===== src/rtl/stage_pkg.sv =====
// stage_pkg
// Shared definitions for the multi-board game-stage controller:
//   - stage_state_t : 3-bit state codes, which also drive VGA/LED directly
//   - MAX_PEERS     : widest peer set the winner encoder understands
//   - WINNER_LOCAL  : winner_id value meaning "this board finished first"
//   - first_peer_id : maps a finish vector to 1 + lowest set index (0 if none)
package stage_pkg;

    typedef enum logic [2:0] {
        ST_MENU      = 3'd0,
        ST_WAIT_LINK = 3'd1,
        ST_LINKED    = 3'd2,
        ST_PLAY      = 3'd3,
        ST_WIN       = 3'd4,
        ST_LOSE      = 3'd5
    } stage_state_t;

    localparam int         MAX_PEERS    = 7;
    localparam logic [2:0] WINNER_LOCAL = 3'd0;

    // Lowest index wins so simultaneous remote finishes resolve deterministically.
    function automatic logic [2:0] first_peer_id(input logic [MAX_PEERS-1:0] finish_vec);
        logic [2:0] id;
        id = WINNER_LOCAL;
        for (int i = MAX_PEERS - 1; i >= 0; i--) begin
            if (finish_vec[i]) begin
                id = 3'(i + 1);
            end
        end
        return id;
    endfunction

endpackage


===== src/rtl/link_filter.sv =====
// link_filter
// Brings one asynchronous inter-board wire into the clk domain and removes
// glitches: a SYNC_STAGES flop chain followed by a stability counter that
// only lets the filtered value follow the synced value after it has differed
// for FILTER_CYCLES consecutive cycles.
// Ports:
//   clk, reset   : system clock, synchronous active-high reset
//   rx_async     : raw peer wire
//   rx_filtered  : registered, debounced level
import stage_pkg::*;

module link_filter #(
    parameter int SYNC_STAGES   = 2,
    parameter int FILTER_CYCLES = 16
) (
    input  logic clk,
    input  logic reset,
    input  logic rx_async,
    output logic rx_filtered
);

    localparam int              CNT_W    = (FILTER_CYCLES > 1) ? $clog2(FILTER_CYCLES) : 1;
    localparam logic [CNT_W-1:0] CNT_LAST = CNT_W'(FILTER_CYCLES - 1);

    logic [SYNC_STAGES-1:0] sync_q;
    logic [CNT_W-1:0]       stable_cnt;
    logic                   synced;

    assign synced = sync_q[SYNC_STAGES-1];

    // Counter runs only while synced disagrees with the filtered level; any
    // agreement (i.e. a glitch ending early) restarts the qualification.
    always_ff @(posedge clk) begin
        if (reset) begin
            sync_q      <= '0;
            stable_cnt  <= '0;
            rx_filtered <= 1'b0;
        end else begin
            sync_q <= {sync_q[SYNC_STAGES-2:0], rx_async};
            if (synced == rx_filtered) begin
                stable_cnt <= '0;
            end else if (stable_cnt == CNT_LAST) begin
                stable_cnt  <= '0;
                rx_filtered <= synced;
            end else begin
                stable_cnt <= stable_cnt + 1'b1;
            end
        end
    end

endmodule


===== src/rtl/stage_link_ctrl.sv =====
// stage_link_ctrl
// Game-stage controller for multi-board sudoku play: runs the
// menu/connect/play/result FSM, drives the connect/start/finish wires to the
// peers, times out stalled connects and reports which board finished first.
// Ports:
//   clk, reset                  : system clock, synchronous active-high reset
//   mouse_left                  : mouse left button level (rising edge = click)
//   on_*_btn                    : cursor is over the connect/start/return button
//   local_finish                : local puzzle solved
//   rx_connect/start/finish     : asynchronous wires from each peer
//   tx_connect/start/finish     : wires to the peers
//   game_init                   : one-cycle pulse on entering PLAY
//   is_slave                    : 0 = this board initiated the link
//   state                       : current state code
//   peers_linked                : filtered rx_connect
//   winner_id                   : 0 = local, k = peer k-1 (WIN/LOSE only)
//   timeout                     : one-cycle pulse when a connect attempt expires
import stage_pkg::*;

module stage_link_ctrl #(
    parameter int NUM_PEERS      = 1,
    parameter int SYNC_STAGES    = 2,
    parameter int FILTER_CYCLES  = 16,
    parameter int TIMEOUT_CYCLES = 100_000_000
) (
    input  logic                 clk,
    input  logic                 reset,
    input  logic                 mouse_left,
    input  logic                 on_connect_btn,
    input  logic                 on_start_btn,
    input  logic                 on_return_btn,
    input  logic                 local_finish,
    input  logic [NUM_PEERS-1:0] rx_connect,
    input  logic [NUM_PEERS-1:0] rx_start,
    input  logic [NUM_PEERS-1:0] rx_finish,
    output logic                 tx_connect,
    output logic                 tx_start,
    output logic                 tx_finish,
    output logic                 game_init,
    output logic                 is_slave,
    output logic [2:0]           state,
    output logic [NUM_PEERS-1:0] peers_linked,
    output logic [2:0]           winner_id,
    output logic                 timeout
);

    localparam int            TMO_W    = (TIMEOUT_CYCLES > 1) ? $clog2(TIMEOUT_CYCLES) : 1;
    localparam logic [TMO_W-1:0] TMO_LAST = TMO_W'(TIMEOUT_CYCLES - 1);

    stage_state_t           state_q;
    stage_state_t           state_next;
    logic [NUM_PEERS-1:0]   connect_f;
    logic [NUM_PEERS-1:0]   start_f;
    logic [NUM_PEERS-1:0]   finish_f;
    logic [NUM_PEERS-1:0]   start_prev;
    logic [MAX_PEERS-1:0]   finish_pad;
    logic [TMO_W-1:0]       wait_cnt;
    logic                   mouse_prev;
    logic                   click;
    logic                   start_rise;
    logic                   link_lost;
    logic                   finish_any;
    logic                   timeout_hit;
    logic                   slave_next;
    logic [2:0]             winner_next;

    for (genvar i = 0; i < NUM_PEERS; i++) begin : g_peer
        link_filter #(
            .SYNC_STAGES  (SYNC_STAGES),
            .FILTER_CYCLES(FILTER_CYCLES)
        ) u_connect (
            .clk        (clk),
            .reset      (reset),
            .rx_async   (rx_connect[i]),
            .rx_filtered(connect_f[i])
        );
        link_filter #(
            .SYNC_STAGES  (SYNC_STAGES),
            .FILTER_CYCLES(FILTER_CYCLES)
        ) u_start (
            .clk        (clk),
            .reset      (reset),
            .rx_async   (rx_start[i]),
            .rx_filtered(start_f[i])
        );
        link_filter #(
            .SYNC_STAGES  (SYNC_STAGES),
            .FILTER_CYCLES(FILTER_CYCLES)
        ) u_finish (
            .clk        (clk),
            .reset      (reset),
            .rx_async   (rx_finish[i]),
            .rx_filtered(finish_f[i])
        );
    end

    // Filter outputs are already flops, so they serve directly as the output.
    assign peers_linked = connect_f;
    assign state        = state_q;

    assign click      = mouse_left & ~mouse_prev;
    assign start_rise = |(start_f & ~start_prev);
    assign link_lost  = ~&connect_f;
    assign finish_any = |finish_f;

    always_comb begin
        finish_pad                 = '0;
        finish_pad[NUM_PEERS-1:0]  = finish_f;
    end

    always_comb begin
        state_next  = state_q;
        timeout_hit = 1'b0;
        slave_next  = is_slave;
        winner_next = winner_id;
        case (state_q)
            ST_MENU: begin
                // A local click beats a simultaneous remote connect: we become master.
                if (click && on_connect_btn) begin
                    state_next = ST_WAIT_LINK;
                    slave_next = 1'b0;
                end else if (|connect_f) begin
                    state_next = ST_WAIT_LINK;
                    slave_next = 1'b1;
                end
            end
            ST_WAIT_LINK: begin
                if (&connect_f) begin
                    state_next = ST_LINKED;
                end else if (click && on_return_btn) begin
                    state_next = ST_MENU;
                end else if (wait_cnt == TMO_LAST) begin
                    state_next  = ST_MENU;
                    timeout_hit = 1'b1;
                end
            end
            ST_LINKED: begin
                if (link_lost || (click && on_return_btn)) begin
                    state_next = ST_MENU;
                end else if (!is_slave && click && on_start_btn) begin
                    state_next = ST_PLAY;
                end else if (is_slave && start_rise) begin
                    state_next = ST_PLAY;
                end
            end
            ST_PLAY: begin
                // Losing the link makes any finish result meaningless, so it is checked first.
                if (link_lost) begin
                    state_next = ST_MENU;
                end else if (local_finish && finish_any) begin
                    if (is_slave) begin
                        state_next  = ST_LOSE;
                        winner_next = first_peer_id(finish_pad);
                    end else begin
                        state_next  = ST_WIN;
                        winner_next = WINNER_LOCAL;
                    end
                end else if (local_finish) begin
                    state_next  = ST_WIN;
                    winner_next = WINNER_LOCAL;
                end else if (finish_any) begin
                    state_next  = ST_LOSE;
                    winner_next = first_peer_id(finish_pad);
                end
            end
            ST_WIN, ST_LOSE: begin
                if (click && on_return_btn) begin
                    state_next = ST_MENU;
                end
            end
            default: begin
                state_next = ST_MENU;
            end
        endcase
        if (state_next == ST_MENU) begin
            slave_next = 1'b0;
        end
        if (state_next != ST_WIN && state_next != ST_LOSE) begin
            winner_next = WINNER_LOCAL;
        end
    end

    // Outputs are decoded from the next state so they change on the same edge
    // as the state register, including dropping on reset.
    always_ff @(posedge clk) begin
        if (reset) begin
            state_q    <= ST_MENU;
            mouse_prev <= 1'b0;
            start_prev <= '0;
            wait_cnt   <= '0;
            tx_connect <= 1'b0;
            tx_start   <= 1'b0;
            tx_finish  <= 1'b0;
            game_init  <= 1'b0;
            timeout    <= 1'b0;
            is_slave   <= 1'b0;
            winner_id  <= WINNER_LOCAL;
        end else begin
            state_q    <= state_next;
            mouse_prev <= mouse_left;
            start_prev <= start_f;
            // Any stay in WAIT_LINK counts up; anything else leaves it cleared for the next entry.
            if (state_q == ST_WAIT_LINK && state_next == ST_WAIT_LINK) begin
                wait_cnt <= wait_cnt + 1'b1;
            end else begin
                wait_cnt <= '0;
            end
            tx_connect <= (state_next != ST_MENU);
            tx_start   <= (state_next == ST_PLAY) || (state_next == ST_WIN) || (state_next == ST_LOSE);
            tx_finish  <= (state_next == ST_WIN);
            game_init  <= (state_next == ST_PLAY) && (state_q != ST_PLAY);
            timeout    <= timeout_hit;
            is_slave   <= slave_next;
            winner_id  <= winner_next;
        end
    end

endmodule


===== config.mk =====
export PLATFORM = sky130hd
export DESIGN_NAME = stage_link_ctrl
export DESIGN_NICKNAME = d
export VERILOG_FILES = /design/src/rtl/stage_pkg.sv /design/src/rtl/link_filter.sv /design/src/rtl/stage_link_ctrl.sv
export SDC_FILE = /design/constraint.sdc
export NUM_CORES = 1
export LEC_CHECK = 0
export BUFFER_PORTS_ARGS = -buffer_cell sky130_fd_sc_hd__buf_2
export CAP_MARGIN = 20
export CORE_UTILIZATION = 35
export CTS_CLUSTER_SIZE = 30
export DETAILED_ROUTE_END_ITERATION = 10
export RECOVER_POWER = 50
export SYNTH_ARGS = -nofsm -noshare
export SYNTH_HDL_FRONTEND = slang
export SYNTH_SLANG_ARGS = --single-unit
export TNS_END_PERCENT = 1

===== constraint.sdc =====
create_clock -name clk -period 3.1 [get_ports clk]
set_input_delay 0.31 -clock clk [delete_from_list [all_inputs] [get_ports clk]]
set_output_delay 0.31 -clock clk [all_outputs]
set_load 0.01 [all_outputs]

Word-level counts from Yosys, hierarchy flattened
Index checks and enable logic that the tools add are counted.
Widths: inputs -> output; s select.
{"block": "classes", "reduce_logical": 32, "eq_ne": 19, "n_addsub": 4, "muxes": 23, "n_bitwise": 9}
{"op": "$mux 3", "n": 17}
{"op": "$add 27x1->27 const B", "n": 1}
{"op": "$eq 27x27->1 const B", "n": 1}
{"op": "$pmux 3 s5", "n": 1}
{"op": "$add 4x1->4 const B", "n": 3}
{"op": "$eq 3x3->1 const B", "n": 4}
{"op": "$eq 4x4->1 const B", "n": 3}
{"op": "$eq 3x2->1 const B", "n": 3}
{"op": "$logic_and 1x1->1", "n": 9}
{"op": "$reduce_or 3->1", "n": 3}
{"op": "$reduce_and 2->1", "n": 4}
{"op": "$reduce_or 2->1", "n": 4}
{"op": "$not 1->1", "n": 7}
{"op": "$eq 3x1->1 const B", "n": 2}
{"op": "$logic_not 3->1", "n": 2}
{"op": "$ne 3x3->1 const B", "n": 2}
{"op": "$reduce_bool 3->1", "n": 2}
{"op": "$mux 1", "n": 5}
{"op": "$reduce_or 4->1", "n": 1}
{"op": "$eq 1x1->1", "n": 3}
{"op": "$logic_or 1x1->1", "n": 3}
{"op": "$ne 3x2->1 const B", "n": 1}
{"op": "$reduce_and 3->1", "n": 1}
{"op": "$and 1x1->1", "n": 2}
{"op": "other kinds (2)", "n": 3}
{"block": "word_totals", "output_inout_bits": 13, "register_bits": 62, "in_bits": 10}

Longest topological paths before layout
Gate-level depths: netlist of run 1.
{"block": "logic_depth", "word_depth": 11, "depth_mapped": 7, "ltp_nobuf": 6}

Modules after synthesis
A second synthesis of run 1 with hierarchy kept.
{"block": "unflattened", "cells_unflattened": 262, "area_unflattened_um2": 2551.2}
{"mod": "stage_link_ctrl", "n_inst": 1, "area_each_um2": 1796.7, "cells_each": 193, "seq_area_each_um2": 780.7}
{"mod": "link_filter", "n_inst": 3, "area_each_um2": 251.5, "cells_each": 23, "seq_area_each_um2": 140.1}

Worst setup path before layout of run 1
No wires, ideal clock.
{"block": "synth_path", "path_type": "register to register", "start": "register wait_cnt[12]", "end": "register wait_cnt[17]", "t_arrival_ns": 1.719, "path_buffers": 1, "setup_ns": 0.115, "setup_slack_ns": 1.266, "stages_incl_launch_ff": 7, "cell_sequence": "dfxtp_1 > or4_4 > nor4_4 > a31oi_1 > o21ai_2 > buf_6 > nor2_1"}
{"block": "synth_via", "elab_chain_len": 9, "word_cells_on_any_way": 10, "classes_between": "add/sub: 1; eq/ne: 2; mux: 4; bitwise: 1; reduce/logical: 2"}
{"item": "start: declaration", "line": "stage_link_ctrl.sv:57", "text": "logic [TMO_W-1:0] wait_cnt;"}
{"item": "start signal: assignment", "line": "stage_link_ctrl.sv:204", "text": "wait_cnt <= wait_cnt + 1'b1;"}
{"item": "$eq 27x27->1", "line": "stage_link_ctrl.sv:132", "text": "end else if (wait_cnt == TMO_LAST) begin"}
{"item": "$mux 3", "line": "stage_link_ctrl.sv:132"}
{"item": "$mux 3", "line": "stage_link_ctrl.sv:130", "text": "end else if (click && on_return_btn) begin"}
{"item": "$mux 3", "line": "stage_link_ctrl.sv:128", "text": "if (&connect_f) begin"}
{"item": "$pmux 3 s5", "line": "stage_link_ctrl.sv:116", "text": "case (state_q)"}
{"item": "$eq 3x1->1", "line": "stage_link_ctrl.sv:203", "text": "if (state_q == ST_WAIT_LINK && state_next == ST_WAIT_LINK) begin"}
{"item": "$logic_and 1x1->1", "line": "stage_link_ctrl.sv:203"}
{"item": "$not 1->1 (no source line)"}
{"item": "$reduce_or 2->1 (no source line)"}
Parallel ways exist; a longest one is shown, timed or not.
A chain may end at the register's enable or synchronous reset.

Worst setup path in the final report of run 1
{"block": "layout_path", "start": "register wait_cnt[0]", "end": "register game_init"}
{"block": "layout_via", "elab_chain_len": 7}
{"item": "$eq 27x27->1", "line": "stage_link_ctrl.sv:132"}
{"item": "$mux 3", "line": "stage_link_ctrl.sv:132"}
{"item": "$mux 3", "line": "stage_link_ctrl.sv:130"}
{"item": "$mux 3", "line": "stage_link_ctrl.sv:128"}
{"item": "$pmux 3 s5", "line": "stage_link_ctrl.sv:116"}
{"item": "$eq 3x2->1", "line": "stage_link_ctrl.sv:211", "text": "game_init <= (state_next == ST_PLAY) && (state_q != ST_PLAY);"}
{"item": "$logic_and 1x1->1", "line": "stage_link_ctrl.sv:211"}
{"item": "end signal: assignment", "line": "stage_link_ctrl.sv:211"}
{"item": "end: declaration", "line": "stage_link_ctrl.sv:39", "text": "output logic game_init,"}
Every way passes these cells.

==> results of run 1 <==
[metrics by stage]
step / utilization [%] / instances
2_1_floorplan: - / 273
3_3_place_gp: 39.3 / 383
3_5_place_dp: 39.3 / 383
4_1_cts: 42.6 / 399
5_1_grt: 42.4 / 399
6_report: 42.4 / 399
[power breakdown]
part	total [µW]	internal, µW	switching, µW
registers	785	779	5.80
logic	45.5	19.1	26.4
clock network	821	532	289
[worst min-delay path by stage]
stage,start,depth (start not counted),endpoint
floorplan,g_peer[0].u_connect.sync_q[0],1,g_peer[0].u_connect.sync_q[1]
global route,rx_start,2,g_peer[0].u_start.sync_q[0]
detailed placement,g_peer[0].u_start.sync_q[0],1,g_peer[0].u_start.sync_q[1]
CTS,rx_start,2,g_peer[0].u_start.sync_q[0]
global placement,g_peer[0].u_start.sync_q[0],1,g_peer[0].u_start.sync_q[1]
finish,rx_start,2,g_peer[0].u_start.sync_q[0]
[Yosys cell counts (5+ instances only)]
| library cell | number |
|---|---|
| nor2_1 | 56 |
| nand4_1 | 9 |
| xor2_1 | 21 |
| nor2b_1 | 9 |
| nand3_1 | 16 |
| or3_1 | 5 |
| inv_1 | 8 |
| and3_1 | 6 |
| nand2_1 | 14 |
| dfxtp_1 | 60 |
| xnor2_1 | 13 |
[critical path, delay by kind of cell, from the launching register on]
kind | cells | cell delay [ps]
simple gates | 3 | 790
compound gates | 2 | 510
flops | 1 | 370
fa+ha+maj | 1 | 240
[sequential cells by signal, indices dropped and copies added (netlist names), 2 cells and up]
register / flops
wait_cnt: 27
g_peer.u_connect.stable_cnt: 4
g_peer.u_finish.stable_cnt: 4
g_peer.u_start.stable_cnt: 4
state: 3
g_peer.u_connect.sync_q: 2
g_peer.u_finish.sync_q: 2
g_peer.u_start.sync_q: 2
[per-layer routing]
| layer | global-route usage [%] | vias to the layer above | part of all wire (%) |
|---|---|---|---|
| met5 | 0 | - | 0 |
| met4 | 6.82 | 0 | 1.8 |
| met3 | 4.57 | 8 | 3.7 |
| met2 | 20.6 | 25 | 43 |
| met1 | 17.6 | 842 | 51 |
| li1 | - | 969 | - |
[cells by family after synthesis]
group / synth area share (%)
xor gates and xnor gates: 11.8
AOI/OAI and AO/OA: 4.83
and+or+nand+nor: 28.7
muxes: 1.59
adders and majority gates: 1.99
other: 0.149
DFF: 47.8
buffers and inverters: 3.14
[final cells by class]
type,count,area share (%)
repair buffers,21,3.18
flip-flops and latches,60,41.2
multi-input cells,198,42.5
inverters,8,1.03
clock inverters,5,3.44
well taps,96,4.12
clock buffers,11,4.51
==> reports/metrics.yaml, run 1 <==
path_clk_slew_ps: 70
crit_type: "flip-flop to flip-flop"
async_flop_share_pct: 0
clk_latency_ps: 330
slew_headroom_pct: 36.6
grt_pass1_vias: 1731
setup_viol: 0
wl_per_cell_um: 11.1
core_mm2: 0.00687
cts_resized: 0
r2r_start: "wait_cnt[0]"
cellPowerDensity_mw_per_mm2: 567
yosys_warnings: 0
clkSinkCount: 60
boundaryPins: 23
fp-row-count: 30
cp_slowest_stage_delay_ps: 390
via_count: 1844
hold_viol_final: 0
maxSlewViolCount: 0
dpl.hpwl_mm: 3.07
root_buffer: "clkbuf_8"
fin_crit_ps: 2090
syn_to_final_growth_pct: 15.9
diodes: 0
netlist_instances: 272
ant_nets: 0
grt_pass1_wl_mm: 7.82
rsz0062_at_grt: "false"
die_w_um: 86.7
postCtsSetupRepairBufs: 0
drc: 0
die_y_um: 86.7
fillCellCount: 701
hold_class: "input port to flip-flop"
r2r-end: "game_init"
yosysSeqAreaShare_pct: 47.8
drive_above_1_share_pct: 10.2
maxCapViolCount: 0
synth_top_area_cell: "dfxtp_1"
whs_ps: 183
required_ps: 3260
grt_max_degree: 27
synth.ff_latch_count: 60
timing.fmax_mhz: 478
crit_slowest_cell: "nor2_1"
cp-endpoint: "game_init"
synth_edf_count: 0
status: "finished clean"
cts_tree: "done"
drt_pass1_iterations: 4
htreeDepth: 3
fin_ws_ps: 1010
vias_per_cell: 4.62
ir_worst_vdd_mv: 0.279
startpoint_type: "flip-flop"
start_util_pct: 36.6
dieArea_mm2: 0.00752
hold_buffers: 0
power.leakage_uw: 0.00101
dpl_cell_area_mm2: 0.00270
numCtsBuffers: 9
crit_chain: "ha_1, nand4_1, nor2_1, nand3_1, a211oi_4, a2111oi_0"
drt_wl_total_mm: 4.41
design_area_mm2: 0.00291
tns_ps: 0
seqCellArea_mm2: 0.00120
final_cell_mix: "dfxtp_1 (60), nor2_1 (56), xor2_1 (21)"
clock_skew_ps: 7.89
synthTopCellsByArea: "dfxtp_1 (48%), nor2_1 (8.4%), xor2_1 (7.3%), xnor2_1 (4.5%), nand3_1 (3.2%)"
cts_buffer_depth: 2
post-place-ws_ps: 1050
r2r_cells: 6
layout.nets: 312
multi_input_area_mm2: 0.00124
r2r_slack_ps: 1010
grt.overflow.total: 0
antenna_found_initial: 0
synth.top_cell.area_share_pct: 47.8
cp-end-kind: "flip-flop"
gp_congestion: 0.796
yosysUniqueCellTypes: 42
grt_usage_pct: 13.7
period_share_pct: 67.5
ys.flop_type: "dfxtp_1"
drt_iter0_markers: 57
portBuffers: 20
worstMarginPinSlew_ps: 951
critPathArrivalTime_ps: 2250
netlist_area_mm2: 0.00251
critPathLaunch: "wait_cnt[0]"
finalPower_uw: 1650
avgSynthCellArea_um2: 9.24
mostFrequentLayoutCell: "dfxtp_1"
crit_fanout: 7
No activity file was read; power rests on OpenSTA's default activity.
==> run 2, diff against run 1 <==
==> constraint.sdc (replaced) <==
create_clock -name clk -period 2 [get_ports clk]
set_input_delay 0.2 -clock clk [delete_from_list [all_inputs] [get_ports clk]]
set_output_delay 0.2 -clock clk [all_outputs]
set_load 0.01 [all_outputs]
==> reports/metrics.yaml, run 2 (synthesis results as in run 1) <==
status: "finished clean"  # unchanged
period_share_pct: 92.8  # was 67.5%
diodes: 0  # unchanged
r2r_start: "wait_cnt[10]"  # was wait_cnt[0]
antenna_found_initial: 0  # unchanged
design_area_mm2: 0.00300  # was 0.00291 mm²
layout.nets: 326  # was 312
drt_pass1_iterations: 4  # unchanged
cp-end-kind: "flip-flop"  # unchanged
cellPowerDensity_mw_per_mm2: 798  # was 567 mW/mm²
numCtsBuffers: 9  # unchanged
slew_headroom_pct: 64.8  # was 36.6%
hold_buffers: 0  # unchanged
drive_above_1_share_pct: 14.5  # was 10.2%
clk_latency_ps: 330  # about the same
drc: 0  # unchanged
power.leakage_uw: 0.00107  # was 0.00101 µW
grt.overflow.total: 0  # unchanged
grt_pass1_wl_mm: 8.27  # was 7.82 mm
maxCapViolCount: 0  # unchanged
maxSlewViolCount: 0  # unchanged
crit_fanout: 7  # unchanged
die_w_um: 86.7  # unchanged
postCtsSetupRepairBufs: 0  # unchanged
final_cell_mix: "dfxtp_1 (60), nor2_1 (56), xor2_1 (21)"  # unchanged
fp-row-count: 30  # unchanged
r2r_slack_ps: 140  # was 1010 ps
dpl.hpwl_mm: 3.43  # was 3.07 mm
path_clk_slew_ps: 70  # about the same
regMostFlops: "wait_cnt"  # unchanged
drt_iter0_markers: 125  # was 57
fin_crit_ps: 1860  # was 2090 ps
tns_ps: 0  # unchanged
portBuffers: 20  # unchanged
gp_congestion: 0.789  # was 0.796
via_count: 1911  # was 1,844
holdPathStages: 2  # unchanged
hold_viol_final: 0  # unchanged
critical_path_buf_inv_count: 0  # unchanged
hp-start: "rx_start"  # unchanged
r2r-end: "game_init"  # unchanged
wl_per_cell_um: 11.6  # was 11.1 µm
crit_chain: "or3_1, nor4_4, nand3_2, a211oi_4, a2111oi_0"  # was ha_1, nand4_1, nor2_1, nand3_1, a211oi_4, a2111oi_0
startpoint_type: "flip-flop"  # unchanged
core_mm2: 0.00687  # unchanged
htreeDepth: 3  # unchanged
dpl_cell_area_mm2: 0.00281  # was 0.00270 mm²
hold_class: "input port to flip-flop"  # unchanged
ant_nets: 0  # unchanged
grt_pass1_vias: 1830  # was 1,731
setup_viol: 0  # unchanged
required_ps: 2210  # was 3260 ps
crit_type: "flip-flop to flip-flop"  # unchanged
worstMarginPinSlew_ps: 523  # was 951 ps
grt_max_degree: 21  # was 27
cts_buffer_depth: 2  # unchanged
grt_usage_pct: 14.3  # was 13.7%
cts_tree: "done"  # unchanged
die_y_um: 86.7  # unchanged
cp_top_family: "simple AND/OR/NAND/NOR gates"  # unchanged
largest_reg_flops: 27  # unchanged
timing.fmax_mhz: 539  # was 478 MHz
r2r_cells: 5  # was 6
cp_slowest_stage_delay_ps: 430  # was 390 ps
clkSinkCount: 60  # unchanged
drt_wl_total_mm: 4.80  # was 4.41 mm
start_util_pct: 36.6  # unchanged
critPathArrivalTime_ps: 2060  # was 2250 ps
syn_to_final_growth_pct: 19.4  # was 15.9%
ir_worst_vdd_mv: 0.481  # was 0.279 mV
mostFrequentLayoutCell: "dfxtp_1"  # unchanged
boundaryPins: 23  # unchanged
crit_slowest_cell: "or3_1"  # was nor2_1
clock_skew_ps: 5.95  # was 7.89 ps
vias_per_cell: 4.63  # was 4.62
root_buffer: "clkbuf_8"  # unchanged
dieArea_mm2: 0.00752  # unchanged
min_to: "g_peer[0].u_start.sync_q[0]"  # unchanged
-- run 2: worst max path at each step --
stage	start	cells after the start	endpoint
detailed placement	wait_cnt[12]	5	is_slave
global route	wait_cnt[0]	6	game_init
floorplan	wait_cnt[12]	6	wait_cnt[17]
finish	wait_cnt[10]	5	game_init
CTS	wait_cnt[12]	5	game_init
global placement	wait_cnt[12]	5	is_slave
-- run 2: cell type report --
class | count | area (µm²)
clock inverters | 4 | 47.5
flip-flops and latches | 60 | 1200
multi-input cells | 198 | 1240
fillers | 728 | 3870
well taps | 96 | 120
repair buffers | 35 | 204
inverters | 8 | 30.0
clock buffers | 12 | 155
-- run 2: layer usage --
| layer | vias to the layer above | GRT usage, % | share of wire (%) |
|---|---|---|---|
| li1 | 991 | - | - |
| met1 | 877 | 17.7 | 49 |
| met2 | 30 | 22.4 | 45 |
| met3 | 13 | 5.05 | 4.1 |
| met4 | 0 | 6.52 | 2.0 |
| met5 | - | 0 | 0 |
-- run 2: what timing repair did --
action                                  CTS  global route
hold endpoints to repair                  0             0
endpoints found under the setup margin    0             6
resized for setup                         0             1
-- run 2: through the flow --
| stage | setup slack [ps] | std cells | utilization [%] | power (µW) | hold WS, ps |
|---|---|---|---|---|---|
| 2_1_floorplan | 166 | 273 | - | 1300 | 328 |
| 3_3_place_gp | 79.1 | 397 | 41.0 | 1320 | 409 |
| 3_5_place_dp | 71.4 | 397 | 41.0 | 1320 | 417 |
| 4_1_cts | 61.2 | 413 | 43.9 | 2430 | 63.1 |
| 5_1_grt | -0.711 | 413 | 43.7 | 2490 | 76.4 |
| 6_report | 144 | 413 | 43.7 | 2390 | 74.8 |
-- run 2: where the power goes --
part           internal, µW  total, µW  switching [µW]
clock network           639       1100             464
logic                  33.0       74.9            41.9
registers              1210       1220            8.94
